[src/rtl/jstk2_pkg.sv]
// Shared definitions for the PmodJSTK2 SPI responder: frame geometry,
// default LED opcode, packet layout and FSM states.
package jstk2_pkg;

  localparam int unsigned FRAME_BITS = 40;

  localparam int unsigned BYTE_X_LO = 0;
  localparam int unsigned BYTE_X_HI = 1;
  localparam int unsigned BYTE_Y_LO = 2;
  localparam int unsigned BYTE_Y_HI = 3;
  localparam int unsigned BYTE_BTNS = 4;

  localparam logic [7:0] LED_CMD_DEFAULT = 8'h84;

  // Declaration order equals transmit order: x_lo occupies the MSBs.
  typedef struct packed {
    logic [7:0] x_lo;
    logic [7:0] x_hi;
    logic [7:0] y_lo;
    logic [7:0] y_hi;
    logic [7:0] btns;
  } jstk2_pkt_t;

  typedef enum logic {
    IDLE   = 1'b0,
    ACTIVE = 1'b1
  } state_t;

  function automatic jstk2_pkt_t build_pkt(input logic [9:0] x,
                                           input logic [9:0] y,
                                           input logic [1:0] b);
    jstk2_pkt_t p;
    p.x_lo = x[7:0];
    p.x_hi = {6'b0, x[9:8]};
    p.y_lo = y[7:0];
    p.y_hi = {6'b0, y[9:8]};
    p.btns = {6'b0, b};
    return p;
  endfunction

endpackage

[src/rtl/jstk2_spi_responder_if.sv]
// SPI link between the joystick master and the responder.
interface jstk2_spi_responder_if;
  logic sclk;
  logic ss;
  logic mosi;
  logic miso;

  modport master (output sclk, output ss, output mosi, input miso);
  modport slave  (input sclk, input ss, input mosi, output miso);
endinterface

[src/rtl/spi_in_sync.sv]
// Multi-flop synchronizer for one asynchronous SPI input, followed by a
// single edge-detect register producing one-clk rise/fall strobes.
module spi_in_sync #(
  parameter int unsigned SYNC_STAGES = 2
) (
  input  logic clk,
  input  logic rst,
  input  logic d,
  output logic q,
  output logic rise,
  output logic fall
);

  logic [SYNC_STAGES-1:0] chain;
  logic                   prev;

  // Shift the raw input through the synchronizer and remember the last value.
  always_ff @(posedge clk) begin
    if (rst) begin
      chain <= '0;
      prev  <= 1'b0;
    end else begin
      chain <= {chain[SYNC_STAGES-2:0], d};
      prev  <= chain[SYNC_STAGES-1];
    end
  end

  assign q    = chain[SYNC_STAGES-1];
  assign rise = q & ~prev;
  assign fall = ~q & prev;

endmodule

[src/rtl/jstk2_spi_responder.sv]
// PmodJSTK2 emulator: SPI mode-0 slave returning a 5-byte position/button
// packet per SS-framed transfer. Optional set-LED command decode is enabled
// by defining JSTK2_LED_CMD_EN.
module jstk2_spi_responder
  import jstk2_pkg::*;
#(
  parameter int unsigned SYNC_STAGES = 2,
  parameter logic [7:0]  LED_CMD     = LED_CMD_DEFAULT
) (
  input  logic                        clk,
  input  logic                        rst,
  jstk2_spi_responder_if.slave        spi,
  input  logic [9:0]                  x_pos,
  input  logic [9:0]                  y_pos,
  input  logic [1:0]                  btn,
  output logic                        frame_done,
  output logic                        frame_err,
  output logic [23:0]                 led_rgb
);

  logic sclk_s, sclk_rise, sclk_fall;
  logic ss_s, ss_rise, ss_fall;

  spi_in_sync #(.SYNC_STAGES(SYNC_STAGES)) u_sclk_sync (
    .clk(clk), .rst(rst), .d(spi.sclk), .q(sclk_s), .rise(sclk_rise), .fall(sclk_fall)
  );

  spi_in_sync #(.SYNC_STAGES(SYNC_STAGES)) u_ss_sync (
    .clk(clk), .rst(rst), .d(spi.ss), .q(ss_s), .rise(ss_rise), .fall(ss_fall)
  );

  logic sclk_level_unused;
  logic ss_level_unused;
  assign sclk_level_unused = sclk_s;
  assign ss_level_unused   = ss_s;

  state_t                  state, state_n;
  logic [FRAME_BITS-1:0]   tx_shift, tx_n;
  logic [5:0]              bit_cnt, cnt_n;
  logic                    miso_q, miso_n;
  logic                    done_n, err_n;

`ifdef JSTK2_LED_CMD_EN
  logic                    mosi_s, mosi_rise_unused, mosi_fall_unused;
  logic [FRAME_BITS-1:0]   rx_shift, rx_n;
  logic [23:0]             led_q, led_n;

  spi_in_sync #(.SYNC_STAGES(SYNC_STAGES)) u_mosi_sync (
    .clk(clk), .rst(rst), .d(spi.mosi), .q(mosi_s),
    .rise(mosi_rise_unused), .fall(mosi_fall_unused)
  );

  assign led_rgb = led_q;
`else
  logic       mosi_unused;
  logic [7:0] led_cmd_unused;
  assign mosi_unused    = spi.mosi;
  assign led_cmd_unused = LED_CMD;
  assign led_rgb        = '0;
`endif

  assign spi.miso = miso_q;

  // Frame sequencing: snapshot on SS fall, shift on SCLK edges, close on SS rise.
  always_comb begin
    state_n = state;
    tx_n    = tx_shift;
    cnt_n   = bit_cnt;
    miso_n  = miso_q;
    done_n  = 1'b0;
    err_n   = 1'b0;
`ifdef JSTK2_LED_CMD_EN
    rx_n    = rx_shift;
    led_n   = led_q;
`endif
    unique case (state)
      IDLE: begin
        miso_n = 1'b0;
        if (ss_fall) begin
          tx_n    = build_pkt(x_pos, y_pos, btn);
          miso_n  = tx_n[FRAME_BITS-1];
          cnt_n   = '0;
`ifdef JSTK2_LED_CMD_EN
          rx_n    = '0;
`endif
          state_n = ACTIVE;
        end
      end
      ACTIVE: begin
        // SS rise takes priority over any coincident SCLK edge.
        if (ss_rise) begin
          state_n = IDLE;
          miso_n  = 1'b0;
          if (bit_cnt == 6'(FRAME_BITS)) begin
            done_n = 1'b1;
`ifdef JSTK2_LED_CMD_EN
            if (rx_shift[39:32] == LED_CMD) led_n = rx_shift[31:8];
`endif
          end else begin
            err_n = 1'b1;
          end
        end else if (sclk_rise) begin
`ifdef JSTK2_LED_CMD_EN
          rx_n  = {rx_shift[FRAME_BITS-2:0], mosi_s};
`endif
          cnt_n = (bit_cnt == 6'd63) ? bit_cnt : bit_cnt + 6'd1;
        end else if (sclk_fall) begin
          // Zero fill drives miso low once all 40 bits have left.
          tx_n   = {tx_shift[FRAME_BITS-2:0], 1'b0};
          miso_n = tx_n[FRAME_BITS-1];
        end
      end
      default: state_n = IDLE;
    endcase
  end

  // State and datapath registers.
  always_ff @(posedge clk) begin
    if (rst) begin
      state      <= IDLE;
      tx_shift   <= '0;
      bit_cnt    <= '0;
      miso_q     <= 1'b0;
      frame_done <= 1'b0;
      frame_err  <= 1'b0;
`ifdef JSTK2_LED_CMD_EN
      rx_shift   <= '0;
      led_q      <= '0;
`endif
    end else begin
      state      <= state_n;
      tx_shift   <= tx_n;
      bit_cnt    <= cnt_n;
      miso_q     <= miso_n;
      frame_done <= done_n;
      frame_err  <= err_n;
`ifdef JSTK2_LED_CMD_EN
      rx_shift   <= rx_n;
      led_q      <= led_n;
`endif
    end
  end

endmodule

[src/flat_wrapper.sv]
// flat-port wrapper written by rule: the top's interface ports become plain ports
module jstk2_spi_responder_flat import jstk2_pkg::*;
#(
  parameter int unsigned SYNC_STAGES = 2,
  parameter logic [7:0]  LED_CMD     = LED_CMD_DEFAULT
)
  (clk, rst, x_pos, y_pos, btn, frame_done, frame_err, led_rgb, spi_sclk, spi_ss, spi_mosi, spi_miso);
  jstk2_spi_responder_if spi_i ();
  input  logic clk;
  input  logic rst;
  input  logic [9:0] x_pos;
  input  logic [9:0] y_pos;
  input  logic [1:0] btn;
  output logic frame_done;
  output logic frame_err;
  output logic [23:0] led_rgb;
  input wire logic [$bits(spi_i.sclk)-1:0] spi_sclk;
  input wire logic [$bits(spi_i.ss)-1:0] spi_ss;
  input wire logic [$bits(spi_i.mosi)-1:0] spi_mosi;
  output wire logic [$bits(spi_i.miso)-1:0] spi_miso;
  assign spi_i.sclk = spi_sclk;
  assign spi_i.ss = spi_ss;
  assign spi_i.mosi = spi_mosi;
  assign spi_miso = spi_i.miso;
  jstk2_spi_responder #(.SYNC_STAGES(SYNC_STAGES), .LED_CMD(LED_CMD)) u_core (.clk(clk), .rst(rst), .spi(spi_i), .x_pos(x_pos), .y_pos(y_pos), .btn(btn), .frame_done(frame_done), .frame_err(frame_err), .led_rgb(led_rgb));
endmodule
[config.mk]
export PLATFORM = sky130hd
export DESIGN_NAME = jstk2_spi_responder_flat
export DESIGN_NICKNAME = d
export VERILOG_FILES = /design/src/rtl/jstk2_pkg.sv /design/src/rtl/jstk2_spi_responder_if.sv /design/src/rtl/spi_in_sync.sv /design/src/rtl/jstk2_spi_responder.sv /design/src/flat_wrapper.sv
export SDC_FILE = /design/constraint.sdc
export NUM_CORES = 1
export LEC_CHECK = 0
export BUFFER_PORTS_ARGS = -buffer_cell sky130_fd_sc_hd__buf_4
export CORE_MARGIN = 5
export CORE_UTILIZATION = 57
export DETAILED_ROUTE_END_ITERATION = 6
export GPL_ROUTABILITY_DRIVEN = 0
export PLACE_DENSITY_LB_ADDON = 0.08
export SYNTH_ARGS = -nofsm -noshare
export SYNTH_HDL_FRONTEND = slang
export SYNTH_HIERARCHICAL = 1
export SYNTH_SLANG_ARGS = --single-unit
[constraint.sdc]
create_clock -name clk -period 2.4 [get_ports clk]
set_input_delay 0.12 -clock clk [delete_from_list [all_inputs] [get_ports clk]]
set_output_delay 0.12 -clock clk [all_outputs]
set_load 0.03 [all_outputs]
==> summary.txt <==
Synth
  – Gate count of the mapped netlist: roughly 270
  – Unique masters post-synth: 35
  – Sequential element share of the synthesized area: between 40% and 50%
  – Count of yosys warnings during synthesis: 6
  – Register bit count reported by yosys: 55
  – Area leader, netlist: sky130_fd_sc_hd__dfxtp_1
  – Syn Area/Cell: 8.914 sq um
  – Fraction of post-synthesis cell area in the top cell type by area: 45.24%
  – Cell area after technology mapping: between 2000 and 2500 sq um
  – Top post-synthesis cells by area: sky130_fd_sc_hd__dfxtp_1 (45%), sky130_fd_sc_hd__mux2i_1 (8.6%), sky130_fd_sc_hd__buf_4 (7.7%), sky130_fd_sc_hd__a211oi_1 (6.2%), sky130_fd_sc_hd__a21oi_1 (4.5%)

Placement
  – Pre-CTS setup slack: between 0.5 and 0.6 ns
  – Half-perimeter wire length after placement: roughly 2700 um
  – Placed Cells: 336
  – # port buffers: 28

CTS
  – Number of buffers on the longest clock path: 2
  – Quantity of hold-fixing buffers added after cts: 0
  – Clk Latency, worst-skew pair: roughly 0.30 ns
  – Clk pin slew, worst setup/hold paths: about 0.090 ns
  – Buffer count from post-CTS setup fixing: 0
  – Number of clock sinks: 55
  – Clock tree from TritonCTS: built
  – H-tree levels: 2
  – Root buffer cell: sky130_fd_sc_hd__clkbuf_8
  – Post-cts resize count: 0
  – Total CTS buffers: 5

Cells and area
  – Final std cells w/o fill: approximately 340
  – Post-layout nets: approximately 320
  – Proportion of layout cells with a drive suffix above 1: 15.99%
  – Count of inserted antenna diode cells: 0
  – Growth of design area from synthesis to finish: 9.306%
  – Final design utilization: about two thirds

Global route
  – Global-route usage over all layers: 15.54%
  – Pin count of the biggest net entering global routing: 59
  – Antenna violations before repair: 0
  – Global-route wire length before repair: 6886 um
  – Number of global-route vias before repair: between 1.5k and 2k
  – Total global routing overflow: 0

Power and ir drop
  – Power per unit of standard cell area: about 620 nW/um^2
  – Maximum ir drop on the vdd rail: approximately 420 uV
  – Static leakage: 0.9807 nW
  – Psw: 404.8 uW
  – Power share of the sequential group: between 50% and 60%
  – Sw frac: 24.44%
  – Clk pwr share: around a third
  – Total internal power: 1.251 mW
  – Combinational fraction of design power: 10.0%

STA
  – Final Hold Viols: 0
  – TNS Setup: 0 ns
  – Share of the cycle needed by the critical path after routing: approximately three quarters
  – Total of endpoints with negative setup slack in the final report: 0
  – Achievable clock frequency: 0.5411 GHz
  – Setup repair after global routing missed its margin: false
  – Slew HR: between 60 and 70%
  – Final Worst Setup Slack: between 0.5 and 0.6 ns
  – Transition at the pin with the smallest max-transition slack: about 0.54 ns
  – Worst Clk Skew: 0.006793 ns
  – Pins Over Slew Limit: 0
  – Min Clock Period, post-route: roughly 1.8 ns

Floorplan
  – Die outline height: 75.34 um
  – Die width: between 70 and 80 um
  – Area of the die: 5676 sq um
  – Total I/O pin count: 54
  – Placement Rows: 23
  – Core region area: 4058 sq um
  – Initial core utilization: 59.98%

Detailed routing
  – 1st-iter DRT viols: 204
  – DRC Markers: 0
  – DR WL met3: 261 um
  – Routed length per placed instance: ~12 um
  – First-pass DRT Iterations: 4
  – Count of nets left with antenna violations after detail routing: 0
  – Met2 wirelength from detailed routing: 1771 um
  – Total routed wirelength: approximately 4000 um
  – Number of vias per cell after detailed routing: approximately 5
  – Top routing layer used: met4
  – Met1 Routed Length: ~2000 um
  – Number of vias after detailed routing: ~1.8k

Worst setup path
  – Kind of end point of the critical path: register
  – Number of buffer and inverter stages on the critical path: 1
  – Reg2Reg Depth: 6
  – Largest stage delay on the critical path: around 0.44 ns
  – Start of the worst register-to-register path: u_core/u_ss_sync/prev$_SDFF_PP0_
  – Required @ worst endpoint: between 2 and 3 ns
  – Largest fanout of any net on the critical path: 58
  – Data arrival time of the critical path: a little over 2 ns
  – CP startpoint: u_core/u_ss_sync/prev$_SDFF_PP0_
  – Gate family responsible for the most delay along the worst path: simple AND/OR/NAND/NOR gates
  – Startpoint-to-endpoint class of the critical path: reg2reg
  – Cell breakdown of the critical path: nor2b_1, nor2b_2, a21o_1, buf_4, nor2_1, a211oi_1
  – Worst path slowest cell: sky130_fd_sc_hd__buf_4
  – R2r endpoint: u_core/tx_shift[18]$_SDFFE_PP0P_
  – Critical path startpoint category: register
  – Worst reg-to-reg setup slack: between 0.5 and 0.6 ns

Run status
  – Outcome: finished clean

Min path
  – Classification of the worst-slack hold path: in2reg
  – Hold wc startpoint: spi_sclk
  – Worst hold path stage count: 2
  – Endpoint of the worst hold path: u_core/u_sclk_sync/chain[0]$_SDFF_PP0_

Flow run
  – Total of max-cap violations: 0
[synth_stat cells]
library cell,n
sky130_fd_sc_hd__nor2b_2,1
sky130_fd_sc_hd__nand2_1,24
sky130_fd_sc_hd__a21oi_1,22
sky130_fd_sc_hd__a22oi_1,1
sky130_fd_sc_hd__buf_1,1
sky130_fd_sc_hd__or3_1,2
sky130_fd_sc_hd__o31ai_1,1
sky130_fd_sc_hd__a21oi_2,1
sky130_fd_sc_hd__o22ai_4,1
sky130_fd_sc_hd__and2b_1,1
sky130_fd_sc_hd__or4_1,1
sky130_fd_sc_hd__ha_1,2
sky130_fd_sc_hd__nor2_1,27
sky130_fd_sc_hd__clkbuf_1,8
sky130_fd_sc_hd__a21o_1,1
sky130_fd_sc_hd__nor4_1,1
sky130_fd_sc_hd__nor2b_1,11
sky130_fd_sc_hd__nor3_1,1
sky130_fd_sc_hd__o21ai_0,2
sky130_fd_sc_hd__buf_4,25
sky130_fd_sc_hd__nand3b_1,2
sky130_fd_sc_hd__dfxtp_1,55
sky130_fd_sc_hd__nand2b_1,1
sky130_fd_sc_hd__inv_1,3
sky130_fd_sc_hd__xnor2_1,1
sky130_fd_sc_hd__nand3_1,22
sky130_fd_sc_hd__conb_1,1
sky130_fd_sc_hd__buf_6,1
sky130_fd_sc_hd__mux2_2,2
sky130_fd_sc_hd__and3b_1,1
sky130_fd_sc_hd__a211oi_1,20
sky130_fd_sc_hd__buf_2,7
sky130_fd_sc_hd__o21bai_1,1
sky130_fd_sc_hd__or2_2,1
sky130_fd_sc_hd__mux2i_1,21
[layout make-up]
type	count	area, sq um
fill	368	1398
clock inverter	1	7.507
timing repair buffer	32	240.2
multi-input combinational	196	1140
tap	50	62.56
clock buffer	7	96.34
inverter	3	11.26
sequential	55	1102
[flip-flops by register name, indices dropped and copies added, names as in the netlist, 2 cells and up]
register and cells:
u_core/u_sclk_sync/chain 2, u_core/u_ss_sync/chain 2, u_core/tx_shift 39, u_core/bit_cnt 6
[routing by layer]
| layer | GRT usage, % | vias to the layer above |
|---|---|---|
| li1 | - | 929 |
| met1 | 21.88 | 789 |
| met2 | 21.96 | 34 |
| met3 | 6.201 | 2 |
| met4 | 4.660 | 0 |
| met5 | 0 | - |
[worst max path at each step]
stage | to | slack, ns | cells past startpoint
6_report | u_core/tx_shift[18]$_SDFFE_PP0P_ | 0.55 | 6
5_1_grt | u_core/tx_shift[25]$_SDFFE_PP0P_ | 0.33 | 6
4_1_cts | u_core/tx_shift[18]$_SDFFE_PP0P_ | 0.53 | 6
3_5_place_dp | u_core/tx_shift[18]$_SDFFE_PP0P_ | 0.56 | 6
3_3_place_gp | u_core/tx_shift[18]$_SDFFE_PP0P_ | 0.61 | 6
2_1_floorplan | u_core/bit_cnt[5]$_SDFFE_PP0P_ | 0.89 | 6
[power groups by stage]
stage                     clock, mW  sequential, mW  combinational, mW
after floorplan                   0           0.959              0.154
after global placement            0           0.960              0.164
after detailed placement          0           0.961              0.165
after CTS                     0.568           0.940              0.165
after global routing          0.613           0.942              0.180
final                         0.552           0.940              0.165
[cell usage in the layout (no fill, tap or decap), drive strengths merged]
cell	count
clkbuf	7
nor4	1
clkinvlp	1
nand3	22
and2b	1
ha	2
nor2b	12
nand2b	1
or2	1
buf	32
conb	24
nand2	24
a21oi	23
o22ai	1
a21o	1
xnor2	1
o21bai	1
or4	1
nor3	1
mux2i	21
and3b	1
or3	2
a22oi	1
mux2	2
o31ai	1
nand3b	2
inv	3
a211oi	20
nor2	27
dfxtp	55
o21ai	2
[logic make-up (layout without fill, tap and decap cells)]
family          count (synthesis)  in the layout  share of synthesized area, %
xor+xnor                        1              1                        0.3600
buf+inv                        45             43                         11.46
simple gates                   96             96                         18.66
mux                            23             23                         9.563
flops                          55             55                         45.24
fa+ha+maj                       2              2                         1.028
other cells                     1             24                        0.1541
compound gates                 50             50                         13.52
[stage by stage]
| step | cell area (sq um) | power (mW) | hold slack (ns) |
|---|---|---|---|
| 2_1_floorplan | 2520 | 1.112 | 0.1916 |
| 3_3_place_gp | 2556 | 1.124 | 0.3304 |
| 3_5_place_dp | 2556 | 1.126 | 0.3484 |
| 4_1_cts | 2660 | 1.672 | 0.03598 |
| 5_1_grt | 2660 | 1.735 | 0.01640 |
| 6_report | 2660 | 1.656 | 0.03888 |
No activity file was read; power rests on OpenSTA's default activity.
